$ cat src/rtl/id_ex_operand_stage.sv
// ---------------------------------------------------------------------------
// id_ex_operand_stage
//   ID/EX pipeline register for the 5-stage MIPS core, plus the EX-stage
//   operand forwarding network that feeds the ALU.
//
//   The register stage captures every decoded field from D on each rising
//   clock edge. It has no enable. A D-stage stall is turned into a bubble
//   by the hazard unit driving clr. The forwarding network resolves RAW
//   hazards with the M and W results and then drives SrcA, SrcB and ALUOp.
//
// Ports
//   clk, reset           rising-edge clock; asynchronous active-high reset
//   clr                  load the NOP/bubble state on the next edge
//   D_pc .. D_tnew       decoded instruction fields from the D stage
//   M_wa/M_wd/M_fwd_ok   M-stage destination, result and result-valid flag
//   W_wa/W_wd            W-stage destination and result
//   E_pc, E_rs_addr,
//   E_rt_addr, E_wa,
//   E_tnew               registered E-stage fields exported to the hazard
//                        unit and to later stages
//   E_rt_fwd             forwarded rt value (store data for M)
//   SrcA, SrcB, ALUOp    ALU operands and operation
// ---------------------------------------------------------------------------
module id_ex_operand_stage #(
    parameter logic [3:0] BUBBLE_ALUOP = 4'd0
) (
    input  logic        clk,
    input  logic        reset,
    input  logic        clr,
    input  logic [31:0] D_pc,
    input  logic [31:0] D_rs_data,
    input  logic [31:0] D_rt_data,
    input  logic [31:0] D_ext32,
    input  logic [4:0]  D_rs_addr,
    input  logic [4:0]  D_rt_addr,
    input  logic [4:0]  D_wa,
    input  logic [3:0]  D_aluop,
    input  logic        D_alusrc,
    input  logic [1:0]  D_tnew,
    input  logic [4:0]  M_wa,
    input  logic [31:0] M_wd,
    input  logic        M_fwd_ok,
    input  logic [4:0]  W_wa,
    input  logic [31:0] W_wd,
    output logic [31:0] E_pc,
    output logic [4:0]  E_rs_addr,
    output logic [4:0]  E_rt_addr,
    output logic [4:0]  E_wa,
    output logic [1:0]  E_tnew,
    output logic [31:0] E_rt_fwd,
    output logic [31:0] SrcA,
    output logic [31:0] SrcB,
    output logic [3:0]  ALUOp
);

    logic [31:0] pc_reg;
    logic [31:0] rs_data_reg;
    logic [31:0] rt_data_reg;
    logic [31:0] ext32_reg;
    logic [4:0]  rs_addr_reg;
    logic [4:0]  rt_addr_reg;
    logic [4:0]  wa_reg;
    logic [3:0]  aluop_reg;
    logic        alusrc_reg;
    logic [1:0]  tnew_reg;

    // The result gets one cycle closer while the instruction moves D -> E.
    // A value already at 0 saturates instead of wrapping around.
    logic [1:0]  tnew_next;
    assign tnew_next = (D_tnew == 2'd0) ? 2'd0 : D_tnew - 2'd1;

    always_ff @(posedge clk or posedge reset) begin
        if (reset) begin
            pc_reg      <= '0;
            rs_data_reg <= '0;
            rt_data_reg <= '0;
            ext32_reg   <= '0;
            rs_addr_reg <= '0;
            rt_addr_reg <= '0;
            wa_reg      <= '0;
            aluop_reg   <= BUBBLE_ALUOP;
            alusrc_reg  <= 1'b0;
            tnew_reg    <= '0;
        end else if (clr) begin
            // The bubble has wa=0 and tnew=0, so it can never be a
            // forwarding source or a hazard producer.
            pc_reg      <= '0;
            rs_data_reg <= '0;
            rt_data_reg <= '0;
            ext32_reg   <= '0;
            rs_addr_reg <= '0;
            rt_addr_reg <= '0;
            wa_reg      <= '0;
            aluop_reg   <= BUBBLE_ALUOP;
            alusrc_reg  <= 1'b0;
            tnew_reg    <= '0;
        end else begin
            pc_reg      <= D_pc;
            rs_data_reg <= D_rs_data;
            rt_data_reg <= D_rt_data;
            ext32_reg   <= D_ext32;
            rs_addr_reg <= D_rs_addr;
            rt_addr_reg <= D_rt_addr;
            wa_reg      <= D_wa;
            aluop_reg   <= D_aluop;
            alusrc_reg  <= D_alusrc;
            tnew_reg    <= tnew_next;
        end
    end

    // Forwarding network. Index 0 is the rs operand and index 1 is the rt
    // operand; both use the same priority.
    //   $0      -> always reads 0 and is never forwarded
    //   M match -> used only when M's result is ready; otherwise the hazard
    //              unit stalls, so falling through to W/register is harmless
    //   W match -> W result
    //   else    -> value captured from the GRF in D
    logic [1:0][4:0]  src_addr;
    logic [1:0][31:0] src_data;
    logic [1:0][31:0] fwd_val;

    assign src_addr[0] = rs_addr_reg;
    assign src_addr[1] = rt_addr_reg;
    assign src_data[0] = rs_data_reg;
    assign src_data[1] = rt_data_reg;

    genvar gi;
    generate
        for (gi = 0; gi < 2; gi++) begin : g_fwd
            assign fwd_val[gi] =
                (src_addr[gi] == 5'd0)                   ? 32'h0 :
                ((src_addr[gi] == M_wa) && M_fwd_ok)     ? M_wd  :
                (src_addr[gi] == W_wa)                   ? W_wd  :
                                                           src_data[gi];
        end
    endgenerate

    assign E_pc      = pc_reg;
    assign E_rs_addr = rs_addr_reg;
    assign E_rt_addr = rt_addr_reg;
    assign E_wa      = wa_reg;
    assign E_tnew    = tnew_reg;
    assign ALUOp     = aluop_reg;

    assign SrcA      = fwd_val[0];
    assign SrcB      = alusrc_reg ? ext32_reg : fwd_val[1];
    // Store data always needs the forwarded rt, even when the ALU takes
    // the immediate on SrcB.
    assign E_rt_fwd  = fwd_val[1];

endmodule

$ cat config.mk
export PLATFORM = sky130hd
export DESIGN_NAME = id_ex_operand_stage
export DESIGN_NICKNAME = d
export VERILOG_FILES = /design/src/rtl/id_ex_operand_stage.sv
export SDC_FILE = /design/constraint.sdc
export NUM_CORES = 1
export LEC_CHECK = 0
export CAP_MARGIN = 20
export CORE_MARGIN = 2
export CORE_UTILIZATION = 35
export CTS_CLUSTER_DIAMETER = 200
export DETAILED_ROUTE_END_ITERATION = 6
export GPL_TIMING_DRIVEN = 0
export PLACE_DENSITY = 0.72
export SYNTH_ARGS = -nofsm -noshare
export SYNTH_HDL_FRONTEND = slang
export SYNTH_SLANG_ARGS = --single-unit
$ cat constraint.sdc
create_clock -name clk -period 9.3 [get_ports clk]
set_input_delay 0.93 -clock clk [delete_from_list [all_inputs] [get_ports clk]]
set_output_delay 0.93 -clock clk [all_outputs]
set_load 0.005 [all_outputs]
==> results of run 1 <==
-- area by class of cell --
type | count | area, um2
buffer | 54 | 289
clock buffer | 18 | 439
clock inverter | 14 | 140
fill | 1803 | 8800
inverter | 1 | 8.76
multi-input combinational | 474 | 3460
sequential | 150 | 3750
tap | 275 | 344
timing repair buffer | 376 | 3780
-- Yosys cell counts (all sizes together) --
library cell  instances  area (um2)
dfrtp               150        3750
nor2b               148         926
nor2                 68         255
a211oi               64         781
nand2                34         128
a21boi               32         240
clkbuf               32         120
mux2i                32         320
o21ai                32         160
o31ai                32         390
buf                  22         169
xor2                 12         105
xnor2                 8        70.1
nor3                  3        20.0
nand3                 2        15.0
and2                  1        8.76
and3b                 1        8.76
inv                   1        3.75
nand4                 1        6.26
nor3b                 1        7.51
nor4                  1        6.26
or2                   1        6.26
or4                   1        7.51
-- worst max-delay path, stage by stage --
cell and delay (ns):
clkdlybuf4s50_1 0.45, xor2_1 0.18, nor3_2 0.48, and2_4 0.26
buf_12 0.12, buf_12 0.14, a211oi_2 0.10, o31ai_2 0.40
clkdlybuf4s50_1 0.58
-- path summary, 6_finish.rpt --
path / start / endpoint / slack (ns)
setup / recovery: W_wa[0] / SrcB[10] / 4.72
hold / removal: clr / E_pc[14] / 0.87
max in group asynchronous: reset / ext32_reg[15] / 7.47
min in group asynchronous: reset / ALUOp[1] / 0.96
-- per-layer routing --
metal,vias to the layer above,GRT usage [%],routed length (um)
li1,3099,-,-
met1,3194,28.1,10700
met2,295,43.0,14000
met3,41,8.79,2660
met4,0,8.63,728
met5,-,0,0
-- kinds of logic after synthesis --
| group | synth area share [%] |
|---|---|
| and+or+nand+nor | 18.6 |
| muxes | 4.27 |
| DFF | 50.0 |
| buffers and inverters | 3.90 |
| xor gates and xnor gates | 2.33 |
| AOI/OAI and AO/OA | 20.9 |
-- power by group through the flow --
| stage | sequential, mW | clock [mW] | combinational, mW |
|---|---|---|---|
| 6_report | 0.697 | 0.695 | 0.398 |
| 2_1_floorplan | 0.708 | 0 | 0.151 |
| 4_1_cts | 0.697 | 0.705 | 0.401 |
| 3_5_place_dp | 0.709 | 0 | 0.399 |
| 3_3_place_gp | 0.708 | 0 | 0.394 |
| 5_1_grt | 0.699 | 0.734 | 0.428 |
-- through the flow --
stage | power (mW) | hold slack, ns | setup WS (ns) | utilization [%]
finish | 1.79 | 0.871 | 4.72 | 58.1
global route | 1.86 | 0.911 | 4.61 | 58.1
CTS | 1.80 | 0.863 | 4.73 | 58.1
detailed placement | 1.11 | 1.32 | 4.74 | 55.4
global placement | 1.10 | 1.30 | 2.14 | 55.2
floorplan | 0.859 | 1.00 | 4.33 | -
==> results.yml, run 1 <==
cts:
  cts_setup_buffers: 0
  post_cts_resized: 0
  cts-root-buf: "clkbuf_16"
  cts_max_level: 4
  cts_made_buffers: 17
  cts_buffer_depth: 2
  cts_hold_buffers: 0
  clkSlewWorstSetupHoldPaths_ns: 0.07
  cts_tree: "yes"
  cts_num_sinks: 150
worst_setup_path:
  cp-start-kind: "input pin"
  crit_type: "in2out"
  cp_data_required_time_ns: 8.37
  cp-end-kind: "output pin"
  crit_arrival_ns: 3.65
  cp_max_fo: 10
finish:
  drive_gt1_share_pct: 13.6
  antennaDiodeCount: 0
  area_delta_synth_final_pct: 62.7
  mostFrequentLayoutCells: "clkdlybuf4s50_1, dfrtp_1, nor2b_1, nor2_1, a211oi_2"
  instances_no_fill: 1362
  fin_area_mm2: 0.0122
  final_common_cell: "clkdlybuf4s50_1"
  fin_nets: 1302
outcome:
  status: "complete, no violations"
global_route:
  grt_pass1_wl_um: 41100
  track_usage_pct: 24.7
  grt-ovfl-total: 0
  grt_pass1_vias: 7010
  antenna_found_initial: 0
  grt_max_degree: 85
floorplan:
  core-area_mm2: 0.0210
  fp.dieH_um: 150
  die_w_um: 150
  ios: 377
  initial_core_util_pct: 35.7
  rows: 53
  die_area_mm2: 0.0226
sta:
  fmax_ghz: 0.218
  tightest_slew_ns: 0.954
  period_needed_ns: 4.58
  report.final.slew_viol_count: 0
  rsz0062_at_grt: "false"
  fin_crit_sh_pct: 49.2
  finalHoldViolations: 0
  setup_violations: 0
  setup-tns-final_ns: 0
  relSlewSlack_pct: 36.4
synthesis:
  avgSynthCellArea_um2: 11.1
  ys_warn_count: 0
  synthesis.nets: 907
  syn_inst: 679
  ys_seq_area_share_pct: 50.0
  synth.distinct_cells: 30
  ys_ff_latch: 150
  synth_area_mm2: 0.00751
min_path:
  min_path_type: "in2reg"
  holdPathStages: 2
place:
  dp_cells: 1330
  gp_congestion: 0.819
  dpl.hpwl_um: 21300
  placed_area_mm2: 0.0116
  io_buffers: 375
power_and_ir_drop:
  cellPowerDensity_mw_per_mm2: 146
  leakage_nw: 5.12
  ir_drop_uv: 117
  clockPowerShare_pct: 38.8
  switching_share_pct: 27.3
  seq_power_share_pct: 38.9
  p_comb_share_pct: 22.3
  p_sw_mw: 0.488
  p_int_mw: 1.30
detailed_routing:
  first_pass_iters: 4
  post_drt_via_cell_ratio: 4.87
  drcViolationCount: 0
  num_vias: 6629
  wl_um: 28200
  post_drt_wl_per_cell_um: 20.7
  drt_iter0_drc: 299
  ant_nets: 0
job:
  drv_cap: 0
No activity file was read; power rests on OpenSTA's default activity.
==> inputs of run 2 (changes only) <==
--- a/config.mk
+++ b/config.mk
@@ -11,7 +11,7 @@
 export CTS_CLUSTER_DIAMETER = 200
 export DETAILED_ROUTE_END_ITERATION = 6
 export GPL_TIMING_DRIVEN = 0
-export PLACE_DENSITY = 0.72
+export PLACE_DENSITY = 0.74
 export SYNTH_ARGS = -nofsm -noshare
 export SYNTH_HDL_FRONTEND = slang
 export SYNTH_SLANG_ARGS = --single-unit
==> constraint.sdc (replaced) <==
create_clock -name clk -period 3.9 [get_ports clk]
set_input_delay 0.39 -clock clk [delete_from_list [all_inputs] [get_ports clk]]
set_output_delay 0.39 -clock clk [all_outputs]
set_load 0.005 [all_outputs]
==> run 2 against run 1 <==
Effect of this change:
- combinational power grew 140%
- die area unchanged
- core utilization is 0.35 points higher
- routed wire length is 0.64% higher
- sequential cell count did not move
- sequential power increased by 140%
- non-clock buffer count rose by 3
- clock power rose by 140%
- worst setup slack got worse by 4.3 ns
- hold slack lost 0.53 ns
- sequential share of layout area fell by 0.18 points
- first-iteration DRC count is 8.7% lower
==> results.yml, run 2 (same netlist as run 1, synthesis figures left out) <==
sta:
  setup-tns-final_ns: 0
  fin_crit_sh_pct: 89.9
  period_needed_ns: 3.50
  hold_ws_ns: 0.338
  report.final.slew_viol_count: 0
  setup_violations: 0
  rsz0062_at_grt: "false"
  fmax_ghz: 0.285
  relSlewSlack_pct: 42.7
  finalHoldViolations: 0
  tightest_slew_ns: 0.860
global_route:
  grt_pass1_wl_um: 41500
  grt_max_degree: 37
  antenna_found_initial: 1
  track_usage_pct: 24.8
  grt-ovfl-total: 0
  grt_pass1_vias: 7222
power_and_ir_drop:
  p_comb_share_pct: 22.1
  p_sw_mw: 1.15
  switching_share_pct: 26.7
  cellPowerDensity_mw_per_mm2: 350
  seq_power_share_pct: 38.6
  ir_drop_uv: 282
  leakage_nw: 5.14
  clockPowerShare_pct: 39.3
  p_int_mw: 3.16
worst_setup_path:
  crit_arrival_ns: 3.11
  cp-start-kind: "register"
  cp_data_required_time_ns: 3.51
  cp_max_fo: 10
  critPathLaunch: "E_rs_addr[2]"
  slowest_delay_ns: 0.60
  crit_type: "reg2out"
  cp-end-kind: "output pin"
  critPathTopFamily: "buffers and inverters"
  crit_chain: "xor2_1 -> nor4_1 -> nand3_1 -> buf_2 -> a211oi_1 -> clkdlybuf4s50_1"
  crit_path_end: "SrcA[31]"
  path_depth: 6
  crit_buf_inv: 2
  slowest_stage: "clkdlybuf4s50_1"
cts:
  cts_hold_buffers: 0
  cts-root-buf: "clkbuf_16"
  cts_made_buffers: 17
  cts_max_level: 4
  cts_setup_buffers: 0
  cts_buffer_depth: 2
  cts_num_sinks: 150
  cts_tree: "yes"
  clkSlewWorstSetupHoldPaths_ns: 0.07
  post_cts_resized: 0
detailed_routing:
  ant_nets: 0
  num_vias: 6696
  post_drt_wl_per_cell_um: 20.7
  wl_um: 28300
  drt_iter0_drc: 273
  post_drt_via_cell_ratio: 4.89
  drcViolationCount: 0
  first_pass_iters: 4
finish:
  area_delta_synth_final_pct: 63.7
  final_common_cell: "clkdlybuf4s50_1"
  fill_cells: 1838
  fin_nets: 1305
  multi_input_area_mm2: 0.00346
  regArea_mm2: 0.00375
  drive_gt1_share_pct: 13.8
  mostFrequentLayoutCells: "clkdlybuf4s50_1, dfrtp_1, nor2b_1, nor2_1, a211oi_2"
floorplan:
  die_w_um: 150
  fp.dieH_um: 150
  die_area_mm2: 0.0226
  ios: 377
  rows: 53
  initial_core_util_pct: 35.7
  core-area_mm2: 0.0210
place:
  dpl.hpwl_um: 21500
  gp_congestion: 0.814
  io_buffers: 375
job:
  drv_cap: 0
outcome:
  status: "complete, no violations"
min_path:
  min_path_type: "in2reg"
  holdPathStages: 2
-- run 2: layer usage --
layer / up-vias / track usage [%] / wire length, um
li1: 3120 / - / -
met1: 3221 / 28.0 / 10800
met2: 304 / 43.0 / 14200
met3: 51 / 8.06 / 2500
met4: 0 / 10.3 / 863
met5: - / 0 / 0
-- run 2: how the worst min path moves through the flow --
stage	start	end	slack, ns
after floorplan	D_tnew[0]	E_tnew[0]	0.46
after global placement	clr	E_pc[16]	0.76
after detailed placement	clr	E_pc[15]	0.78
after CTS	clr	E_pc[15]	0.33
after global routing	clr	E_pc[11]	0.38
final	clr	E_pc[15]	0.34
-- run 2: final cells by class --
class                      count  area share (%)
antenna                        3          0.0611
buffer                        54            2.35
clock buffer                  18            3.49
clock inverter                14            1.34
inverter                       1          0.0611
multi-input combinational    474            28.2
sequential                   150            30.5
tap                          275            2.80
timing repair buffer         379            31.2
-- run 2: metrics by stage --
stage / setup WS [ns] / power [mW] / instances / util (%) / instance area [um2]
after floorplan: 1.62 / 2.05 / 679 / - / 7510
after global placement: 0.229 / 2.63 / 1329 / 55.2 / 11600
after detailed placement: 0.414 / 2.65 / 1333 / 55.6 / 11700
after CTS: 0.397 / 4.34 / 1365 / 58.4 / 12300
after global routing: 0.264 / 4.48 / 1366 / 58.4 / 12300
final: 0.395 / 4.30 / 1368 / 58.5 / 12300
-- run 2: power groups by stage --
stage / logic, mW / registers, mW / clock network (mW)
final: 0.952 / 1.66 / 1.69
after global routing: 1.02 / 1.67 / 1.79
after CTS: 0.961 / 1.66 / 1.72
after detailed placement: 0.956 / 1.69 / 0
after global placement: 0.939 / 1.69 / 0
after floorplan: 0.361 / 1.69 / 0
==> inputs of run 3 (changes only) <==
--- a/config.mk
+++ b/config.mk
@@ -15,3 +15,4 @@
 export SYNTH_ARGS = -nofsm -noshare
 export SYNTH_HDL_FRONTEND = slang
 export SYNTH_SLANG_ARGS = --single-unit
+export TNS_END_PERCENT = 30
==> results of run 3 <==
Final layout, timing and power as in run 2 (identical DEF).
